--- config.mk ---
export PLATFORM = sky130hd
export DESIGN_NAME = seq_multiplier
export DESIGN_NICKNAME = d
export VERILOG_FILES = /design/src/rtl/seq_multiplier.sv
export SDC_FILE = /design/constraint.sdc
export NUM_CORES = 1
export LEC_CHECK = 0
export ABC_AREA = 1
export CORE_MARGIN = 4
export CORE_UTILIZATION = 59
export CTS_BUF_LIST = sky130_fd_sc_hd__clkbuf_4
export DETAILED_ROUTE_END_ITERATION = 6
export MAX_ROUTING_LAYER = met4
export PLACE_DENSITY = 0.82
export RECOVER_POWER = 25
export REMOVE_ABC_BUFFERS = 1
export SLEW_MARGIN = 20
export SYNTH_ARGS = -nofsm -noshare
export SYNTH_HDL_FRONTEND = slang
export SYNTH_SLANG_ARGS = --single-unit
--- constraint.sdc ---
create_clock -name clk -period 2.2 [get_ports clk]
set_input_delay 0.44 -clock clk [delete_from_list [all_inputs] [get_ports clk]]
set_output_delay 0.44 -clock clk [all_outputs]
set_load 0.1 [all_outputs]
--- src/rtl/seq_multiplier.sv ---
// rtl/seq_multiplier.sv - iterative shift-add multiplier, fixed WIDTH+1 cycle latency
// Define SIGNED_MULT_EN for two's complement operands and product.
module seq_multiplier #(
  parameter int WIDTH = 16
) (
  input  logic               clk,
  input  logic               reset,
  input  logic               start,
  input  logic [WIDTH-1:0]   a,
  input  logic [WIDTH-1:0]   b,
  output logic               ready,
  output logic               busy,
  output logic [2*WIDTH-1:0] PRODUCT,
  output logic               add_enable
);

  localparam int CNT_W = (WIDTH > 1) ? $clog2(WIDTH) : 1;
  localparam logic [CNT_W-1:0] CNT_LAST = CNT_W'(WIDTH - 1);

  typedef enum logic [1:0] {
    S_IDLE,
    S_CALC,
    S_DONE
  } state_t;

  state_t             r_state;
  state_t             w_next_state;
  logic [2*WIDTH-1:0] r_mcand;
  logic [2*WIDTH-1:0] r_acc;
  logic [2*WIDTH-1:0] w_result;
  logic [WIDTH-1:0]   r_mplr;
  logic [WIDTH-1:0]   w_a_mag;
  logic [WIDTH-1:0]   w_b_mag;
  logic [CNT_W-1:0]   r_cnt;

`ifdef SIGNED_MULT_EN
  logic r_neg;

  // Magnitudes are taken as unsigned, so -2^(WIDTH-1) negates to 2^(WIDTH-1).
  assign w_a_mag  = a[WIDTH-1] ? -a : a;
  assign w_b_mag  = b[WIDTH-1] ? -b : b;
  assign w_result = r_neg ? -r_acc : r_acc;

  always_ff @(posedge clk) begin
    if (reset) begin
      r_neg <= 1'b0;
    end else if (r_state == S_IDLE && start) begin
      r_neg <= a[WIDTH-1] ^ b[WIDTH-1];
    end
  end
`else
  assign w_a_mag  = a;
  assign w_b_mag  = b;
  assign w_result = r_acc;
`endif

  assign ready = (r_state == S_IDLE);
  assign busy  = ~ready;

  always_ff @(posedge clk) begin
    if (reset) begin
      r_state <= S_IDLE;
    end else begin
      r_state <= w_next_state;
    end
  end

  always_comb begin
    w_next_state = r_state;
    case (r_state)
      S_IDLE:  if (start) w_next_state = S_CALC;
      S_CALC:  if (r_cnt == CNT_LAST) w_next_state = S_DONE;
      S_DONE:  w_next_state = S_IDLE;
      default: w_next_state = S_IDLE;
    endcase
  end

  always_ff @(posedge clk) begin
    if (reset) begin
      r_mcand    <= '0;
      r_mplr     <= '0;
      r_acc      <= '0;
      r_cnt      <= '0;
      PRODUCT    <= '0;
      add_enable <= 1'b0;
    end else begin
      add_enable <= 1'b0;
      case (r_state)
        S_IDLE: begin
          if (start) begin
            r_mcand <= {{WIDTH{1'b0}}, w_a_mag};
            r_mplr  <= w_b_mag;
            r_acc   <= '0;
            r_cnt   <= '0;
          end
        end
        S_CALC: begin
          if (r_mplr[0]) r_acc <= r_acc + r_mcand;
          r_mcand <= r_mcand << 1;
          r_mplr  <= r_mplr >> 1;
          r_cnt   <= r_cnt + CNT_W'(1);
        end
        S_DONE: begin
          PRODUCT    <= w_result;
          add_enable <= 1'b1;
        end
        default: ;
      endcase
    end
  end

endmodule

==> results of run 1 <==
per-stage QoR:
| step | cell area [um2] | total power, mW |
|---|---|---|
| finish | 7790 | 4.38 |
| detailed placement | 7520 | 2.75 |
| global route | 7790 | 4.56 |
| floorplan | 6610 | 2.55 |
| CTS | 7830 | 4.42 |
| global placement | 7520 | 2.74 |
cell families (layout without fill, tap and decap cells):
kind of cell,Yosys count,count (layout),share of synthesized area (%)
AOI/OAI and AO/OA,174,174,14.9
xor gates and xnor gates,1,1,0.129
adders and majority gates,33,33,6.17
buffers and inverters,181,259,10.9
DFF,119,119,35.0
other,0,1,0
and+or+nand+nor,540,540,32.9
path summary, 6_finish.rpt:
kind                    from         end  slack (ns)  cells past startpoint
setup / recovery  r_mcand[0]   r_acc[16]        0.18                     11
hold / removal         reset  r_mplr[13]        0.31                      4
hold reg to reg   r_mplr[10]   r_mplr[9]        0.48                      2
setup reg to reg  r_mcand[0]   r_acc[16]        0.18                     11
per-layer routing:
| layer | part of all wire, % | GRT usage (%) |
|---|---|---|
| met4 | 1.1 | 7.12 |
| met2 | 43 | 40.5 |
| met1 | 48 | 38.0 |
| met3 | 8.1 | 5.38 |
| met5 | 0 | - |
Yosys cell counts, types with 3 or more instances:
cell      count
nand2_1     326
inv_1       138
nor2_1      120
dfxtp_1     119
a21oi_1      71
nand3_1      51
o21ai_0      43
a22oi_1      42
ha_1         32
clkbuf_1     20
buf_2        11
nand3_2       8
or2_2         7
buf_6         6
nand2_2       6
nor2_2        6
inv_2         5
o21ai_1       5
a21o_1        4
nand3b_1      4
nand4_1       4
a21oi_2       3
nor3_1        3
flip-flops by register name, summed over array words and instances (netlist names):
| register | count |
|---|---|
| PRODUCT | 32 |
| r_acc | 32 |
| r_mcand | 32 |
| r_mplr | 16 |
| r_cnt | 4 |
| r_state | 2 |
| add_enable | 1 |
worst max-delay path, stage by stage (launching register included):
cell and delay, ns:
dfxtp_1 0.37, ha_2 0.21, inv_1 0.06, fa_1 0.35, inv_1 0.13, nand3_1 0.08, nand3_1 0.14, nand2_1 0.11
a21oi_1 0.20, o21ai_0 0.11, nand3_1 0.08, a21oi_1 0.06
cell type report:
type	instances	area [um2]
antenna	1	2.50
timing repair buffer	84	714
clock inverter	15	178
multi-input combinational	748	3680
clock buffer	17	128
inverter	143	537
sequential	119	2380
tap	140	175
fill	1027	3280
power groups by stage:
stage / registers (mW) / clock network (mW) / logic (mW)
after global placement: 2.29 / 0 / 0.449
after global routing: 2.25 / 1.81 / 0.503
after CTS: 2.24 / 1.71 / 0.461
final: 2.24 / 1.69 / 0.453
after floorplan: 2.28 / 0 / 0.269
after detailed placement: 2.29 / 0 / 0.460
==> reports/qor.yml, run 1 <==
ys_types: 34
finalCriticalPeriod_ns: 2.02
hpwl_um: 12600
share_comb_of_total_power_pct: 10.3
clock_latency_ns: 0.56
worstPathArrival_ns: 2.45
synth_seq_area_share_pct: 35.0
tns_ns: 0
drive_above_1_share_pct: 10.6
synth_flop_cell: "dfxtp_1"
drtIter0Drc: 583
cts_tree: "built"
placed_cells: 1234
synth_area_um2: 6810
grt_pass1_wl_um: 27900
drv_slew: 0
worst_slew_pin_slew_ns: 0.736
synth_seq_cells: 119
clock.fmax_mhz: 495
start_util_pct: 61.5
violations: "DRC"
first_global_vias: 5947
final_cells: 1267
wire_per_inst_um: 13.5
first_pass_iters: 7
start_kind: "flop"
fin_skew_ns: 0.0222
post-route-period-util_pct: 91.8
coreArea_um2: 11100
postCtsSetupBuffers: 0
cts.path.max_buffers: 2
clockPowerShare_pct: 38.5
ios: 70
pwr-share-seq_pct: 51.2
ys_async_sr_fraction_pct: 0
area_delta_synth_final_pct: 14.4
synthCells: 1048
crit_type: "reg2reg"
cts_inserted_buffers: 17
cts_root_buffer: "clkbuf_4"
internal_power_mw: 3.16
final_common_cell: "nand2_1"
vias_per_cell: 5.27
relSlewSlack_pct: 50.9
dieHeight_um: 115
nets: 1181
grt-ovfl-total: 0
p_sw_share_pct: 27.8
p_switching_mw: 1.22
postCtsResizedCells: 0
antenna_found_initial: 1
yosysTopAreaCell: "dfxtp_1"
hold_path.class: "in2reg"
rsz0062_at_grt: "no"
finalSetupViolCount: 0
cts_max_level: 4
outcome: "finished with violations"
clkSlewWorstSetupHoldPaths_ns: 0.12
holdWs_ns: 0.314
leakage_nw: 3.88
port_buffers: 69
power_density_nw_per_um2: 562
cp_max_fo: 5
end_kind: "flop"
vias: 6678
synth_area_leaders: "dfxtp_1 35%, nand2_1 18%, inv_1 7.6%"
synth_edf_count: 0
grt_util_all_layers_pct: 27.2
num_rows: 38
vdd_ir_drop_max_v: 0.000615
dieArea_um2: 13300
cap_violations: 0
critPathRequiredTime_ns: 2.63
final_util_pct: 70.4
yosys_warnings: 0
gp_congestion: 0.941
ant_nets: 0
pre_cts_ws_ns: 0.213
final-hold-violation-count: 0
synth.top_cell.area_share_pct: 35.0
wl_um: 17100
syn_avg_cell_area_um2: 6.50
worst_slack_ns: 0.180
drc: 2
die_w_um: 115
cts_sinks: 119
grt_max_degree: 67
final_cell_mix: "326 x nand2_1, 138 x inv_1, 122 x nor2_1, 119 x dfxtp_1, 71 x a21oi_1"
cts_hold_buf: 0
No activity file was read; power rests on OpenSTA's default activity.
==> inputs of run 2 (changes only) <==
--- a/config.mk
+++ b/config.mk
@@ -12,7 +12,7 @@
 export DETAILED_ROUTE_END_ITERATION = 6
 export MAX_ROUTING_LAYER = met4
 export PLACE_DENSITY = 0.82
-export RECOVER_POWER = 25
+export RECOVER_POWER = 100
 export REMOVE_ABC_BUFFERS = 1
 export SLEW_MARGIN = 20
 export SYNTH_ARGS = -nofsm -noshare
==> reports/qor.yml, run 2 (same netlist as run 1, synthesis figures left out) <==
startpoint: "r_state[0]"
start_util_pct: 61.5  # unchanged
dieHeight_um: 115  # unchanged
finalSetupViolCount: 0  # unchanged
gp_congestion: 0.941  # unchanged
global_route.usage.met2_pct: 40.5  # unchanged
vias_per_cell: 5.30  # +0.57%
grt_util_all_layers_pct: 27.2  # unchanged
critPathRequiredTime_ns: 2.70  # +0.07 ns
clock_latency_ns: 0.56  # about the same
port_buffers: 69  # unchanged
worst_slew_pin_slew_ns: 0.773  # +0.0370 ns
hold_path.class: "in2reg"
grt_pass1_wl_um: 27900  # unchanged
cap_violations: 0  # unchanged
final_cell_mix: "327 x nand2_1, 139 x inv_1, 123 x nor2_1, 119 x dfxtp_1, 72 x a21oi_1"
cts_root_buffer: "clkbuf_4"
grt-ovfl-total: 0  # unchanged
top_regs: "PRODUCT: 32 flops, r_acc: 32 flops, r_mcand: 32 flops"
cts.path.max_buffers: 2  # unchanged
met3_usage_pct: 5.38  # unchanged
wire_per_inst_um: 13.5  # about the same
min_from: "reset"
cts_sinks: 119  # unchanged
relSlewSlack_pct: 48.5  # -2.5 points
vdd_ir_drop_max_v: 0.000618  # +0.51%
pre_cts_ws_ns: 0.213  # unchanged
worst_slack_ns: 0.151  # -0.0294 ns
post-route-period-util_pct: 93.1  # +1.3 points
cts_tree: "built"
finalCriticalPeriod_ns: 2.05  # +0.0294 ns
drive_above_1_share_pct: 9.95  # -0.62 points
first_pass_iters: 7  # unchanged
clkSlewWorstSetupHoldPaths_ns: 0.12  # about the same
grt_max_degree: 67  # unchanged
worstPathArrival_ns: 2.55  # +0.10 ns
fin_skew_ns: 0.0238  # +0.00166 ns
drtIter0Drc: 560  # -3.9%
final-hold-violation-count: 0  # unchanged
dieArea_um2: 13300  # unchanged
grt_busiest_layer: "met2"
vias: 6716  # +0.57%
postCtsSetupBuffers: 0  # unchanged
power_mw: 4.38  # about the same
num_rows: 38  # unchanged
fillers: 1047  # +1.9%
die_w_um: 115  # unchanged
hpwl_um: 12600  # unchanged
area_delta_synth_final_pct: 12.7
start_kind: "flop"
multi_input_area_um2: 3660  # -0.51%
nets: 1181  # unchanged
ant_nets: 0  # unchanged
power_density_nw_per_um2: 570  # +1.4%
antenna_found_initial: 1  # unchanged
cts_max_level: 4  # unchanged
violations: "DRC"
final_common_cell: "nand2_1"
drv_slew: 0  # unchanged
cp_max_fo: 15  # +10
drc: 2  # unchanged
rsz0062_at_grt: "no"
cts_inserted_buffers: 17  # unchanged
outcome: "finished with violations"
end_kind: "flop"
crit_type: "reg2reg"
regArea_um2: 2380  # unchanged
leakage_nw: 3.84  # -1.2%
clock.fmax_mhz: 488  # -1.4%
reg2reg_slack_ns: 0.15  # -0.03 ns
use_met1_pct: 38.0  # unchanged
r2r-start: "r_state[0]"
first_global_vias: 5947  # unchanged
coreArea_um2: 11100  # unchanged
wl_um: 17100  # about the same
ios: 70  # unchanged
-- run 2: changes by cell type in the layout (fill, tap and decap cells not counted), moves of 2 or more --
cell      change
nand3_1       +2
buf_4        -39
clkbuf_2     +37
o21ai_1       -2
o21ai_0       +2
nand3_2       -2
-- run 2: final cells by class --
class | instances | area share, %
diodes | 1 | 0.0326
clock inverters | 15 | 2.31
flip-flops and latches | 119 | 31.0
multi-input cells | 748 | 47.6
repair buffers | 84 | 8.05
clock buffers | 17 | 1.66
well taps | 140 | 2.28
inverters | 143 | 6.99
-- run 2: critical path, cell delays in order (launching register included) --
cell and delay (ns):
dfxtp_1 0.34, inv_1 0.07, nor2_1 0.07, nand2_1 0.10, inv_2 0.15, nor2_1 0.56
clkbuf_2 0.44, nand2_1 0.12, a21oi_2 0.15
-- run 2: final timing paths --
path,endpoint,cells after the start
setup / recovery,r_acc[23],8
hold / removal,r_mplr[13],4
setup reg to reg,r_acc[23],8
hold reg to reg,r_mplr[9],2
-- run 2: per-layer routing --
metal  vias up  routed length [um]
li1       3468                   -
met1      3013                8250
met2       214                7310
met3        21                1370
met4         0                 200
met5         -                   0
-- run 2: timing repair --
action | CTS | global route
gates resized for setup | 0 | 1
hold buffers | 0 | 0
setup endpoints to repair | 0 | 2
-- run 2: stage by stage --
step	util (%)	cell area, um2	std cells	hold slack, ns	setup TNS [ns]
2_1_floorplan	-	6610	1010	0.435	-13.01
3_3_place_gp	67.9	7520	1234	0.456	0
3_5_place_dp	67.9	7520	1234	0.464	0
4_1_cts	70.6	7830	1266	0.285	0
5_1_grt	69.3	7680	1267	0.316	0
6_report	69.3	7680	1267	0.304	0
-- run 2: power by group --
part           switching (mW)  leakage (nW)  internal, mW  total [mW]
clock network           0.899         0.164         0.791        1.69
registers              0.0408         0.964          2.20        2.25
logic                   0.282          2.71         0.163       0.445
total                    1.22          3.84          3.16        4.38
